<file path="src/rtl/matmul_pkg.sv">
// Shared definitions for the streaming NxN matrix multiplier: FSM encoding,
// result-width helper and row-major flat addressing.
package matmul_pkg;

    typedef enum logic [1:0] {
        LOAD    = 2'd0,
        COMPUTE = 2'd1,
        OUTPUT  = 2'd2
    } state_t;

    // Result width that cannot overflow: a full product plus log2(N) carry bits.
    function automatic int acc_width(input int n, input int dw);
        return 2 * dw + $clog2(n);
    endfunction

    // Row-major flat index of element [row][col] in an n x n matrix.
    function automatic int idx(input int row, input int col, input int n);
        return row * n + col;
    endfunction

endpackage

</file>
<file path="src/rtl/matmul_mac.sv">
// Single multiply-accumulate lane: DW x DW product (signed or unsigned),
// accumulated into an ACCW register that restarts on the first term of a dot product.
module matmul_mac #(
    parameter int DW   = 8,
    parameter int ACCW = 18
) (
    input  logic            clk,
    input  logic            rst,
    input  logic [DW-1:0]   a,
    input  logic [DW-1:0]   b,
    input  logic            mode_signed,
    input  logic            en,
    input  logic            first,
    output logic [ACCW-1:0] acc_next
);

    logic [ACCW-1:0] a_ext;
    logic [ACCW-1:0] b_ext;
    logic [ACCW-1:0] prod;
    logic [ACCW-1:0] acc_q;
    logic [ACCW-1:0] acc_d;

    // Extend both operands to ACCW bits; the low ACCW bits of the product are then
    // the exact two's-complement result because the true value always fits.
    always_comb begin
        a_ext    = mode_signed ? {{(ACCW-DW){a[DW-1]}}, a} : {{(ACCW-DW){1'b0}}, a};
        b_ext    = mode_signed ? {{(ACCW-DW){b[DW-1]}}, b} : {{(ACCW-DW){1'b0}}, b};
        prod     = a_ext * b_ext;
        acc_next = first ? prod : acc_q + prod;
        acc_d    = en ? acc_next : acc_q;
    end

    // Accumulator register.
    always_ff @(posedge clk) begin
        if (rst) begin
            acc_q <= '0;
        end else begin
            acc_q <= acc_d;
        end
    end

endmodule

</file>
<file path="src/rtl/matmul_stream_param.sv">
// Streaming C = A x B for NxN matrices: load A then B row-major, run N^3 MAC
// cycles, then stream C row-major with backpressure and return to LOAD.
module matmul_stream_param
    import matmul_pkg::*;
#(
    parameter  int N    = 3,
    parameter  int DW   = 8,
    localparam int ACCW = acc_width(N, DW)
) (
    input  logic            clk,
    input  logic            rst,
    input  logic            in_valid,
    output logic            in_ready,
    input  logic [DW-1:0]   in_data,
    input  logic            mode_signed,
    output logic            out_valid,
    input  logic            out_ready,
    output logic [ACCW-1:0] out_data,
    output logic            out_last,
    output logic            busy
);

    localparam int NN    = N * N;
    localparam int LOADS = 2 * NN;
    localparam int IW    = $clog2(N);
    localparam int AW    = $clog2(NN);
    localparam int LW    = $clog2(LOADS);

    state_t          state_q, state_d;
    logic [LW-1:0]   load_cnt_q, load_cnt_d;
    logic [IW-1:0]   i_q, i_d;
    logic [IW-1:0]   j_q, j_d;
    logic [IW-1:0]   k_q, k_d;
    logic [AW-1:0]   out_cnt_q, out_cnt_d;
    logic            mode_q, mode_d;

    logic            in_hs;
    logic            out_hs;
    logic            load_done;
    logic            k_last;
    logic            compute_done;
    logic            out_done;

    logic            a_we, b_we, c_we;
    logic [AW-1:0]   load_addr;
    logic [AW-1:0]   a_rd_addr;
    logic [AW-1:0]   b_rd_addr;
    logic [AW-1:0]   c_wr_addr;
    logic [ACCW-1:0] mac_acc_next;

    // Matrix storage; contents are don't-care after reset.
    logic [DW-1:0]   a_mem [0:NN-1];
    logic [DW-1:0]   b_mem [0:NN-1];
    logic [ACCW-1:0] c_mem [0:NN-1];

    // Handshakes, loop-end conditions and memory addressing.
    always_comb begin
        in_hs        = in_valid && in_ready;
        out_hs       = out_valid && out_ready;
        load_done    = in_hs && (load_cnt_q == LW'(LOADS - 1));
        k_last       = (k_q == IW'(N - 1));
        compute_done = (state_q == COMPUTE) && k_last &&
                       (j_q == IW'(N - 1)) && (i_q == IW'(N - 1));
        out_done     = out_hs && (out_cnt_q == AW'(NN - 1));

        load_addr = (load_cnt_q < LW'(NN)) ? AW'(load_cnt_q) : AW'(load_cnt_q - LW'(NN));
        a_we      = !rst && in_hs && (load_cnt_q < LW'(NN));
        b_we      = !rst && in_hs && (load_cnt_q >= LW'(NN));
        a_rd_addr = AW'(idx(int'(i_q), int'(k_q), N));
        b_rd_addr = AW'(idx(int'(k_q), int'(j_q), N));
        c_wr_addr = AW'(idx(int'(i_q), int'(j_q), N));
        c_we      = !rst && (state_q == COMPUTE) && k_last;
    end

    // State register.
    always_ff @(posedge clk) begin
        if (rst) begin
            state_q <= LOAD;
        end else begin
            state_q <= state_d;
        end
    end

    // Next-state logic: LOAD -> COMPUTE -> OUTPUT -> LOAD.
    always_comb begin
        state_d = state_q;
        case (state_q)
            LOAD:    if (load_done)    state_d = COMPUTE;
            COMPUTE: if (compute_done) state_d = OUTPUT;
            OUTPUT:  if (out_done)     state_d = LOAD;
            default:                   state_d = LOAD;
        endcase
    end

    // FSM outputs; out_data is forced to zero outside OUTPUT.
    always_comb begin
        in_ready  = (state_q == LOAD);
        out_valid = (state_q == OUTPUT);
        busy      = (state_q != LOAD);
        out_last  = out_valid && (out_cnt_q == AW'(NN - 1));
        out_data  = out_valid ? c_mem[out_cnt_q] : '0;
    end

    // Counter and mode updates; i/j/k wrap to zero at the end of COMPUTE.
    always_comb begin
        load_cnt_d = load_cnt_q;
        i_d        = i_q;
        j_d        = j_q;
        k_d        = k_q;
        out_cnt_d  = out_cnt_q;
        mode_d     = mode_q;
        case (state_q)
            LOAD: begin
                if (in_hs) begin
                    load_cnt_d = load_done ? '0 : load_cnt_q + LW'(1);
                    if (load_cnt_q == '0) mode_d = mode_signed;
                end
            end
            COMPUTE: begin
                if (k_last) begin
                    k_d = '0;
                    if (j_q == IW'(N - 1)) begin
                        j_d = '0;
                        i_d = (i_q == IW'(N - 1)) ? '0 : i_q + IW'(1);
                    end else begin
                        j_d = j_q + IW'(1);
                    end
                end else begin
                    k_d = k_q + IW'(1);
                end
            end
            OUTPUT: begin
                if (out_hs) out_cnt_d = out_done ? '0 : out_cnt_q + AW'(1);
            end
            default: ;
        endcase
    end

    // Counter and mode registers.
    always_ff @(posedge clk) begin
        if (rst) begin
            load_cnt_q <= '0;
            i_q        <= '0;
            j_q        <= '0;
            k_q        <= '0;
            out_cnt_q  <= '0;
            mode_q     <= 1'b0;
        end else begin
            load_cnt_q <= load_cnt_d;
            i_q        <= i_d;
            j_q        <= j_d;
            k_q        <= k_d;
            out_cnt_q  <= out_cnt_d;
            mode_q     <= mode_d;
        end
    end

    // Operand and result storage writes.
    always_ff @(posedge clk) begin
        if (a_we) a_mem[load_addr] <= in_data;
        if (b_we) b_mem[load_addr] <= in_data;
        if (c_we) c_mem[c_wr_addr] <= mac_acc_next;
    end

    matmul_mac #(
        .DW   (DW),
        .ACCW (ACCW)
    ) u_mac (
        .clk         (clk),
        .rst         (rst),
        .a           (a_mem[a_rd_addr]),
        .b           (b_mem[b_rd_addr]),
        .mode_signed (mode_q),
        .en          (state_q == COMPUTE),
        .first       (k_q == '0),
        .acc_next    (mac_acc_next)
    );

endmodule

</file>
<file path="config.mk">
export PLATFORM = sky130hd
export DESIGN_NAME = matmul_stream_param
export DESIGN_NICKNAME = d
export VERILOG_FILES = /design/src/rtl/matmul_pkg.sv /design/src/rtl/matmul_mac.sv /design/src/rtl/matmul_stream_param.sv
export SDC_FILE = /design/constraint.sdc
export NUM_CORES = 1
export LEC_CHECK = 0
export ABC_CLOCK_PERIOD_IN_PS = 25600
export BUFFER_PORTS_ARGS = -buffer_cell sky130_fd_sc_hd__buf_4
export CAP_MARGIN = 25
export CORE_ASPECT_RATIO = 1.4
export CORE_MARGIN = 2
export CORE_UTILIZATION = 60
export DETAILED_ROUTE_END_ITERATION = 10
export GPL_TIMING_DRIVEN = 1
export HOLD_SLACK_MARGIN = 0.03
export PLACE_DENSITY = 0.89
export SLEW_MARGIN = 15
export SYNTH_ARGS = -nofsm -noshare
export SYNTH_HDL_FRONTEND = slang
export SYNTH_SLANG_ARGS = --single-unit
</file>
<file path="constraint.sdc">
create_clock -name clk -period 25.6 [get_ports clk]
set_clock_uncertainty 0.1 [all_clocks]
set_input_delay 6.4 -clock clk [delete_from_list [all_inputs] [get_ports clk]]
set_output_delay 6.4 -clock clk [all_outputs]
set_load 0.1 [all_outputs]
</file>
==> reports/results.tsv, run 1 <==
stage	metric	value	unit
clock_tree	cts_tree	built	
timing	fin_ws	15590	ps
floorplan	fp.dieH	214.2	um
route	antenna_left	0	
pwr	ir_worst_vdd	70.33	uV
setup_path	worstSetupPathType	register to register	
cells_and_area	design_area	20700	um^2
timing	tightest_slew	929.4	ps
floorplan	die_area	33010	um^2
pwr	powerDensity	69.76	nW/um^2
clock_tree	numCtsBuffers	31	
synth	yosysUniqueCellTypes	65	
cells_and_area	layout-drive-gt1-share	14.12	%
pwr	finalPower	1.444	mW
placement	place.gp.congestion	0.9436	
run	cap_violations	0	
setup_path	cp.arrival	10150	ps
route	drt_first_iter_violations	799	
clock_tree	htreeDepth	1	
synth	ys_ff_latch	346	
synth	seq_area_frac_synth	52.76	%
placement	placedCellCount	1850	
clock_tree	cts_setup_buffers	0	
clock_tree	clk_latency	560	ps
synth	avgSynthCellArea	13.08	um^2
timing	final_hold_viol_count	0	
synth	synth_edf_count	306	
route	drt_pass1_iterations	5	
floorplan	ios	35	
placement	port_buffers	34	
synth	syn_inst	1447	
timing	slew_violations	0	
setup_path	path_max_fanout	9	
timing	max_freq	99.89	MHz
clock_tree	clkTransAtPathRegs	70	ps
global_route	grt_first_pass_wirelength	63130	um
global_route	grt_antenna_before_repair	0	
synth	synthArstFlopShare	0	%
timing	maxSlewHeadroom	37.39	%
global_route	grt_max_degree	44	
floorplan	die_w	154.1	um
clock_tree	ctsResizeCount	0	
route	wirelength	38840	um
timing	setup-tns-final	0	ps
cells_and_area	nets	1694	
setup_path	worst_path_max_delay_cell	fa_1	
route	avgRoutedWirePerCell	20.33	um
floorplan	rows	77	
placement	pre_cts_slack	15670	ps
hold_path	min_path_type	register to register	
clock_tree	clock-sinks	346	
placement	place_area	19680	um^2
global_route	grt_pass1_vias	12190	
timing	period_share	39.11	%
cells_and_area	final_cells	1911	
route	drc	0	
pwr	leakage	7.920	nW
timing	setup_violations	0	
timing	rsz0062_at_grt	no	
placement	place_hpwl	26900	um
floorplan	core_area	31310	um^2
synth	synth.cell_area	18930	um^2
synth	synth_nets	1648	
cells_and_area	syn2layout_area_growth	9.311	%
setup_path	crit_buf_inv	5	
clock_tree	cts_buffer_depth	3	
floorplan	start_util	60.47	%
clock_tree	holdBufCountCts	0	
setup_path	startpoint_type	register	
cells_and_area	nFillCells	2028	
global_route	globalRoute.totalOverflow	0	
synth	ys_warn_count	0	
route	viasPerCell	5.963	
setup_path	slowest_delay	910	ps
global_route	track_usage	24.19	%
clock_tree	cts-root-buf	clkbuf_16	
cells_and_area	num_antenna_cells	0	
setup_path	crit_required	25740	ps
synth	ys.flop_type	edfxtp_1	
setup_path	cpLargestDelayFamily	adder cells	
timing	fin_crit	10010	ps
route	vias	11400	
run_status	status	finished clean	
setup_path	cp-end-kind	register	
routing by layer:
metal / vias up / wire, um / track usage, %
li1: 5144 / - / -
met1: 5718 / 14090 / 28.17
met2: 432 / 21480 / 45.81
met3: 101 / 1994 / 2.829
met4: 0 / 1279 / 8.442
met5: - / 0 / 0
power by group:
part	internal, mW	switching, mW
sequential	0.676	0.00129
clock	0.256	0.196
combinational	0.112	0.203
total	1.04	0.400
cell families (layout without fill, tap and decap cells):
family          count (synthesis)  after routing  synth area share (%)
flops                         346            346                 52.76
simple gates                  355            355                 8.076
compound gates                155            155                 5.016
buf+inv                       236            305                 4.785
fa+ha+maj                     188            188                 16.07
mux                           110            110                 10.43
xor+xnor                       57             57                 2.855
cell type report:
cell class                 count  area [um^2]  share of cell area (%)
clock buffer                  42        827.0                   3.996
clock inverter                14        152.6                  0.7376
inverter                     184        690.7                   3.337
multi-input combinational    865         8048                   38.89
sequential                   346         9991                   48.27
tap                          395        494.2                   2.388
timing repair buffer          65        493.0                   2.382
layout by cell type, fill, tap and decap left out, types with 18 or more instances in the layout:
master and instances:
edfxtp_1 306, nor2_1 184, inv_1 181, ha_1 96, fa_1 92, nand2_1 77
a21oi_1 68, mux4_2 68, buf_4 59, xnor2_1 46, dfxtp_1 39, mux2i_1 34
clkbuf_16 31, o21ai_0 25, nor3_1 23, or2_2 18
synthesized netlist by cell type, drive strengths merged, types with 2 or more instances:
cell / number / area (um^2)
edfxtp: 306 / 9189
nor2: 184 / 690.7
inv: 183 / 686.9
ha: 96 / 1201
fa: 92 / 1842
nand2: 77 / 289.0
a21oi: 68 / 340.3
mux4: 68 / 1531
xnor2: 47 / 419.2
dfxtp: 40 / 800.8
clkbuf: 38 / 142.6
mux2i: 36 / 376.6
o21ai: 31 / 155.2
nor3: 25 / 125.1
or2: 19 / 121.4
nand3: 17 / 85.08
nand2b: 15 / 96.34
buf: 14 / 72.57
a21o: 9 / 67.56
o21bai: 9 / 71.32
xor2: 9 / 97.60
mux2: 6 / 67.56
o21a: 5 / 37.54
a211oi: 4 / 30.03
nor2b: 4 / 25.02
nand4: 3 / 18.77
nor3b: 3 / 22.52
o211a: 3 / 30.03
a21boi: 2 / 15.01
a221oi: 2 / 17.52
a22oi: 2 / 15.01
and2: 2 / 12.52
and3: 2 / 12.51
o211ai: 2 / 15.01
o2bb2ai: 2 / 17.52
o311ai: 2 / 17.52
o31a: 2 / 17.52
o31ai: 2 / 15.01
o41ai: 2 / 17.52
per-stage QoR:
stage               utilization [%]  hold slack [ps]
floorplan                         -            340.6
global placement              62.81            347.3
detailed placement            62.86            358.7
CTS                           65.99            367.6
global route                  66.10            394.4
finish                        66.10            371.2
state kept, by name, indices dropped and copies added (netlist names), named ones only:
signal / count
i_q: 2
a_mem: 72
k_q: 2
b_mem: 72
c_mem: 162
mode_q: 1
j_q: 2
load_cnt_q: 5
out_cnt_q: 4
u_mac.acc_q: 18
state_q: 2
final timing paths:
| check | depth (start not counted) | slack [ps] | to | from |
|---|---|---|---|---|
| worst max-delay path | 33 | 15590 | c_mem[4][16] | i_q[0] |
| worst min-delay path | 2 | 370 | u_mac.acc_q[5] | u_mac.acc_q[5] |
| worst max register to register | 33 | 15590 | c_mem[4][16] | i_q[0] |
| worst min register to register | 2 | 370 | u_mac.acc_q[5] | u_mac.acc_q[5] |
worst register-to-register path: cells and delay by family (launching register included):
family	cells	cell delay [ps]
AO/OA/AOI/OAI	9	2460
XOR/XNOR	1	190
adder cells (fa/ha/maj)	10	4380
buffers and inverters	5	540
flip-flops	1	450
multiplexers	2	800
AND/OR/NAND/NOR	6	750
No activity file was read; power rests on OpenSTA's default activity.
==> inputs of run 2 (changes only) <==
--- a/config.mk
+++ b/config.mk
@@ -5,16 +5,16 @@
 export SDC_FILE = /design/constraint.sdc
 export NUM_CORES = 1
 export LEC_CHECK = 0
-export ABC_CLOCK_PERIOD_IN_PS = 25600
+export ABC_CLOCK_PERIOD_IN_PS = 8600
 export BUFFER_PORTS_ARGS = -buffer_cell sky130_fd_sc_hd__buf_4
 export CAP_MARGIN = 25
 export CORE_ASPECT_RATIO = 1.4
 export CORE_MARGIN = 2
-export CORE_UTILIZATION = 60
+export CORE_UTILIZATION = 57
 export DETAILED_ROUTE_END_ITERATION = 10
 export GPL_TIMING_DRIVEN = 1
 export HOLD_SLACK_MARGIN = 0.03
-export PLACE_DENSITY = 0.89
+export PLACE_DENSITY = 0.88
 export SLEW_MARGIN = 15
 export SYNTH_ARGS = -nofsm -noshare
 export SYNTH_HDL_FRONTEND = slang
==> constraint.sdc (replaced) <==
create_clock -name clk -period 8.6 [get_ports clk]
set_clock_uncertainty 0.1 [all_clocks]
set_input_delay 2.15 -clock clk [delete_from_list [all_inputs] [get_ports clk]]
set_output_delay 2.15 -clock clk [all_outputs]
set_load 0.1 [all_outputs]
==> run 2 against run 1 <==
The flow now finishes with violations (negative setup slack). Clock-buffer cell count fell by 2. Fmax rose by 16%. Wire length up 9.7%. Final area rose by 7.0%. Critical path type unchanged. Highest routed layer unchanged.
==> reports/results.tsv, run 2 (same netlist as run 1, synthesis figures left out) <==
stage	metric	value	unit
cells_and_area	largest-register	c_mem	
cells_and_area	final_common_cell	edfxtp_1	
timing	setup_violations	9	
pwr	ir_worst_vdd	229.0	uV
timing	maxSlewHeadroom	37.50	%
clock_tree	clock-sinks	346	
setup_path	cp-end-kind	register	
timing	max_freq	115.7	MHz
timing	fin_ws	-43.65	ps
cells_and_area	layout-drive-gt1-share	25.36	%
clock_tree	clkTransAtPathRegs	70	ps
pwr	powerDensity	214.1	nW/um^2
placement	pre_cts_slack	-386.4	ps
route	vias	12140	
placement	place_area	20190	um^2
cells_and_area	num_antenna_cells	0	
clock_tree	htreeDepth	1	
clock_tree	numCtsBuffers	31	
cells_and_area	seqCellArea	10000	um^2
setup_path	worst_path_max_delay_cell	fa_2	
route	drt_first_iter_violations	993	
route	avgRoutedWirePerCell	20.71	um
setup_path	cp_common_cell	buf_4	
floorplan	core_area	33010	um^2
setup_path	cp.arrival	8840	ps
cells_and_area	final_cell_mix	306 x edfxtp_1, 182 x nor2_1, 161 x inv_1	
placement	port_buffers	34	
timing	final_hold_viol_count	0	
setup_path	startpoint_type	register	
global_route	grt_first_pass_wirelength	64880	um
clock_tree	cts-root-buf	clkbuf_16	
setup_path	cpLargestDelayFamily	adder cells	
floorplan	die_area	34710	um^2
cells_and_area	reg_top3	c_mem x162, a_mem x72, b_mem x72	
setup_path	crit_required	8790	ps
setup_path	worstSetupPathType	register to register	
floorplan	fp.dieH	219.6	um
pwr	leakage	8.481	nW
clock_tree	clk_latency	580	ps
run_status	violations	negative setup slack	
floorplan	rows	79	
placement	place_hpwl	27940	um
cells_and_area	nFillCells	2083	
route	drc	0	
cells_and_area	multi_input_area	8569	um^2
placement	place.gp.congestion	0.9555	
route	viasPerCell	5.900	
floorplan	start_util	57.35	%
setup_path	slowest_delay	600	ps
timing	rsz0062_at_grt	yes	
route	wirelength	42620	um
cells_and_area	design_area	22140	um^2
global_route	globalRoute.totalOverflow	0	
clock_tree	cts_tree	built	
route	antenna_left	0	
global_route	track_usage	24.17	%
setup_path	path_max_fanout	6	
timing	tightest_slew	927.7	ps
timing	slew_violations	0	
timing	fin_crit	8644	ps
run	cap_violations	0	
route	drt_pass1_iterations	8	
floorplan	ios	35	
cells_and_area	nets	1789	
cells_and_area	syn2layout_area_growth	16.95	%
cells_and_area	finish.utilization	67.07	%
cells_and_area	largest_reg_flops	162	
floorplan	die_w	158.0	um
hold_path	min_path_type	register to register	
run_status	status	finished, violations left	
global_route	grt_pass1_vias	12720	
global_route	grt_antenna_before_repair	0	
global_route	grt_max_degree	44	
clock_tree	holdBufCountCts	0	
timing	period_share	100.5	%
setup_path	crit_buf_inv	12	
clock_tree	cts_buffer_depth	3	
-- run 2: cell count changes in the layout (fill, tap and decap cells not counted), moves of 8 or more --
cell,delta
ha_1,-16
inv_2,+19
buf_4,+74
mux2i_1,-8
a21oi_2,+9
inv_1,-20
ha_4,+10
buf_6,+9
a21oi_1,-10
-- run 2: what timing repair did --
action                                  4_1_cts  5_1_grt
gates resized for setup                      45       94
endpoints found under the setup margin       56       50
setup buffers                                 9       28
gates cloned                                  1        2
pin swaps                                    13       49
-- run 2: final cells by class --
class,instances,area share [%]
flip-flops and latches,346,45.16
multi-input cells,866,38.70
repair buffers,159,5.826
clock buffers,40,3.701
inverters,184,3.130
well taps,445,2.515
clock inverters,18,0.9663
-- run 2: power breakdown --
| part | leakage (nW) | total [mW] | internal, mW | switching [mW] |
|---|---|---|---|---|
| Sequential | 3.08 | 2.01 | 2.01 | 0.00424 |
| Clock | 0.505 | 1.40 | 0.799 | 0.597 |
| Combinational | 4.89 | 1.33 | 0.560 | 0.769 |
| Total | 8.48 | 4.74 | 3.37 | 1.37 |
-- run 2: final timing paths --
check                 startpoint              to  slack (ps)  cells past startpoint
hold / removal    u_mac.acc_q[0]  u_mac.acc_q[0]         370                      2
hold reg to reg   u_mac.acc_q[0]  u_mac.acc_q[0]         370                      2
setup reg to reg          i_q[1]    c_mem[8][17]         -40                     38
setup / recovery          i_q[1]    c_mem[8][17]         -40                     38
-- run 2: layer usage --
| metal | routed length [um] | GRT usage (%) |
|---|---|---|
| met1 | 15050 | 27.70 |
| met2 | 23340 | 45.83 |
| met3 | 2285 | 2.655 |
| met4 | 1945 | 9.309 |
| met5 | 0 | 0 |
-- run 2: tightest hold or removal path: cells and delay by family, from the launching register on --
family,cells,cell delay [ps]
AO/OA/AOI/OAI,1,60
flip-flops,1,310
AND/OR/NAND/NOR,1,50
-- run 2: metrics by stage --
stage	power [mW]	setup TNS, ps	cells	hold WS, ps
after floorplan	2.713	0	1447	340.6
after global placement	2.987	-292.5	1952	346.6
after detailed placement	3.044	-11870	1956	357.9
after CTS	4.494	0	2024	366.8
after global routing	4.931	-5142	2058	397.6
final	4.740	-344.7	2058	372.0
==> inputs of run 3 (changes only) <==
--- a/config.mk
+++ b/config.mk
@@ -5,16 +5,16 @@
 export SDC_FILE = /design/constraint.sdc
 export NUM_CORES = 1
 export LEC_CHECK = 0
-export ABC_CLOCK_PERIOD_IN_PS = 8600
+export ABC_CLOCK_PERIOD_IN_PS = 10300
 export BUFFER_PORTS_ARGS = -buffer_cell sky130_fd_sc_hd__buf_4
-export CAP_MARGIN = 25
+export CAP_MARGIN = 0
 export CORE_ASPECT_RATIO = 1.4
-export CORE_MARGIN = 2
-export CORE_UTILIZATION = 57
+export CORE_MARGIN = 10
+export CORE_UTILIZATION = 60
 export DETAILED_ROUTE_END_ITERATION = 10
 export GPL_TIMING_DRIVEN = 1
 export HOLD_SLACK_MARGIN = 0.03
-export PLACE_DENSITY = 0.88
+export PLACE_DENSITY = 0.89
 export SLEW_MARGIN = 15
 export SYNTH_ARGS = -nofsm -noshare
 export SYNTH_HDL_FRONTEND = slang
==> constraint.sdc (replaced) <==
create_clock -name clk -period 10.3 [get_ports clk]
set_clock_uncertainty 0.1 [all_clocks]
set_input_delay 2.575 -clock clk [delete_from_list [all_inputs] [get_ports clk]]
set_output_delay 2.575 -clock clk [all_outputs]
set_load 0.1 [all_outputs]
==> run 3 against run 2 <==
The flow now finishes without violations. Global-route usage down 3.5 points. Hold slack improved by 1.3 ps. Sequential cell count unchanged. Fmax down 11%. Clock power fell by 24%. Final cell count decreased by 7.2%.
==> reports/results.tsv, run 3 (same netlist as run 1, synthesis figures left out) <==
stage	metric	value	unit
setup_path	worst_path_max_delay_cell	fa_1	
clock_tree	cts_tree	built	
route	vias	11440	
floorplan	ios	35	
global_route	globalRoute.totalOverflow	0	
clock_tree	cts-root-buf	clkbuf_16	
clock_tree	numCtsBuffers	30	
floorplan	core_area	31000	um^2
run_status	status	finished clean	
route	viasPerCell	5.987	
setup_path	startpoint_type	register	
cells_and_area	reg_top3	c_mem x162, a_mem x72, b_mem x72	
route	avgRoutedWirePerCell	20.67	um
placement	port_buffers	34	
timing	slew_violations	0	
clock_tree	clock-sinks	346	
setup_path	path_max_fanout	14	
cells_and_area	syn2layout_area_growth	9.225	%
cells_and_area	final_cells	1910	
cells_and_area	nets	1697	
cells_and_area	finish.utilization	66.71	%
route	drt_first_iter_violations	889	
cells_and_area	largest_reg_flops	162	
floorplan	fp.dieH	230.2	um
setup_path	worstSetupPathType	register to register	
timing	rsz0062_at_grt	no	
setup_path	cp.arrival	9960	ps
route	antenna_left	0	
cells_and_area	final_cell_mix	306 x edfxtp_1, 184 x nor2_1, 181 x inv_1	
timing	maxSlewHeadroom	25.41	%
timing	holdWs	373.3	ps
clock_tree	holdBufCountCts	0	
global_route	grt_pass1_vias	12300	
setup_path	slowest_delay	790	ps
run	cap_violations	0	
cells_and_area	num_antenna_cells	0	
global_route	track_usage	20.63	%
clock_tree	ctsResizeCount	0	
clock_tree	clkTransAtPathRegs	70	ps
hold_path	min_path_type	register to register	
route	drt_pass1_iterations	5	
timing	tightest_slew	1107	ps
clock_tree	clk_latency	580	ps
clock_tree	cts_buffer_depth	3	
placement	place.gp.congestion	0.9304	
placement	place_hpwl	27870	um
cells_and_area	final_common_cell	edfxtp_1	
floorplan	start_util	61.08	%
pwr	leakage	7.919	nW
setup_path	cp_common_cell	inv_1	
timing	period_share	94.55	%
placement	placedCellCount	1854	
pwr	powerDensity	170.6	nW/um^2
floorplan	die_w	170.1	um
floorplan	die_area	39160	um^2
route	wirelength	39470	um
clock_tree	cts_setup_buffers	0	
global_route	grt_first_pass_wirelength	64390	um
route	drc	0	
setup_path	crit_required	10520	ps
floorplan	rows	76	
setup_path	cp-end-kind	register	
hold_path	whs_path_depth	2	
global_route	grt_max_degree	44	
timing	final_hold_viol_count	0	
pwr	ir_worst_vdd	155.9	uV
timing	setup-tns-final	0	ps
setup_path	ff2ff_path_depth	37	
global_route	grt_antenna_before_repair	0	
cells_and_area	layout-drive-gt1-share	14.61	%
timing	max_freq	102.7	MHz
timing	fin_crit	9739	ps
timing	setup_violations	0	
cells_and_area	largest-register	c_mem	
clock_tree	htreeDepth	1	
==> run 3: final cells by class <==
cell class                 instances  area [um^2]
clock buffer                      43        819.5
clock inverter                    13        113.9
fill                            2030        10320
inverter                         184        690.7
multi-input combinational        865         8059
sequential                       346         9991
tap                              390        488.0
timing repair buffer              69        518.0
==> run 3: report_power, final <==
group	total, mW	internal (mW)	switching [mW]	leakage, nW
clock network	1.07	0.583	0.485	0.454
logic	0.777	0.277	0.500	4.39
registers	1.68	1.68	0.00325	3.08
==> run 3: metrics by stage <==
stage	total power [mW]	setup WS [ps]	area, um^2
after floorplan	2.262	1468	18930
after global placement	2.438	778.1	19740
after detailed placement	2.477	443.4	19740
after CTS	3.533	335.7	20670
after global routing	3.702	0.08527	20680
final	3.529	561.4	20680
==> run 3: final timing paths <==
kind | to | start | slack [ps]
hold reg to reg | u_mac.acc_q[2] | u_mac.acc_q[2] | 370
setup reg to reg | c_mem[6][17] | i_q[0] | 560
hold / removal | u_mac.acc_q[2] | u_mac.acc_q[2] | 370
setup / recovery | c_mem[6][17] | i_q[0] | 560
==> run 3: layer usage <==
metal | vias up | global-route usage (%) | part of all wire [%]
li1 | 5162 | - | -
met1 | 5759 | 23.13 | 36
met2 | 419 | 38.67 | 55
met3 | 96 | 2.606 | 5.4
met4 | 0 | 7.804 | 3.3
met5 | - | 0 | 0
==> run 3: critical path, delay by kind of cell (launching register included) <==
kind	cells	cell delay (ps)
multiplexers	2	830
buffers and inverters	9	1140
XOR/XNOR	4	830
flip-flops	1	440
AND/OR/NAND/NOR	8	1140
AO/OA/AOI/OAI	4	1000
adder cells (fa/ha/maj)	10	3980
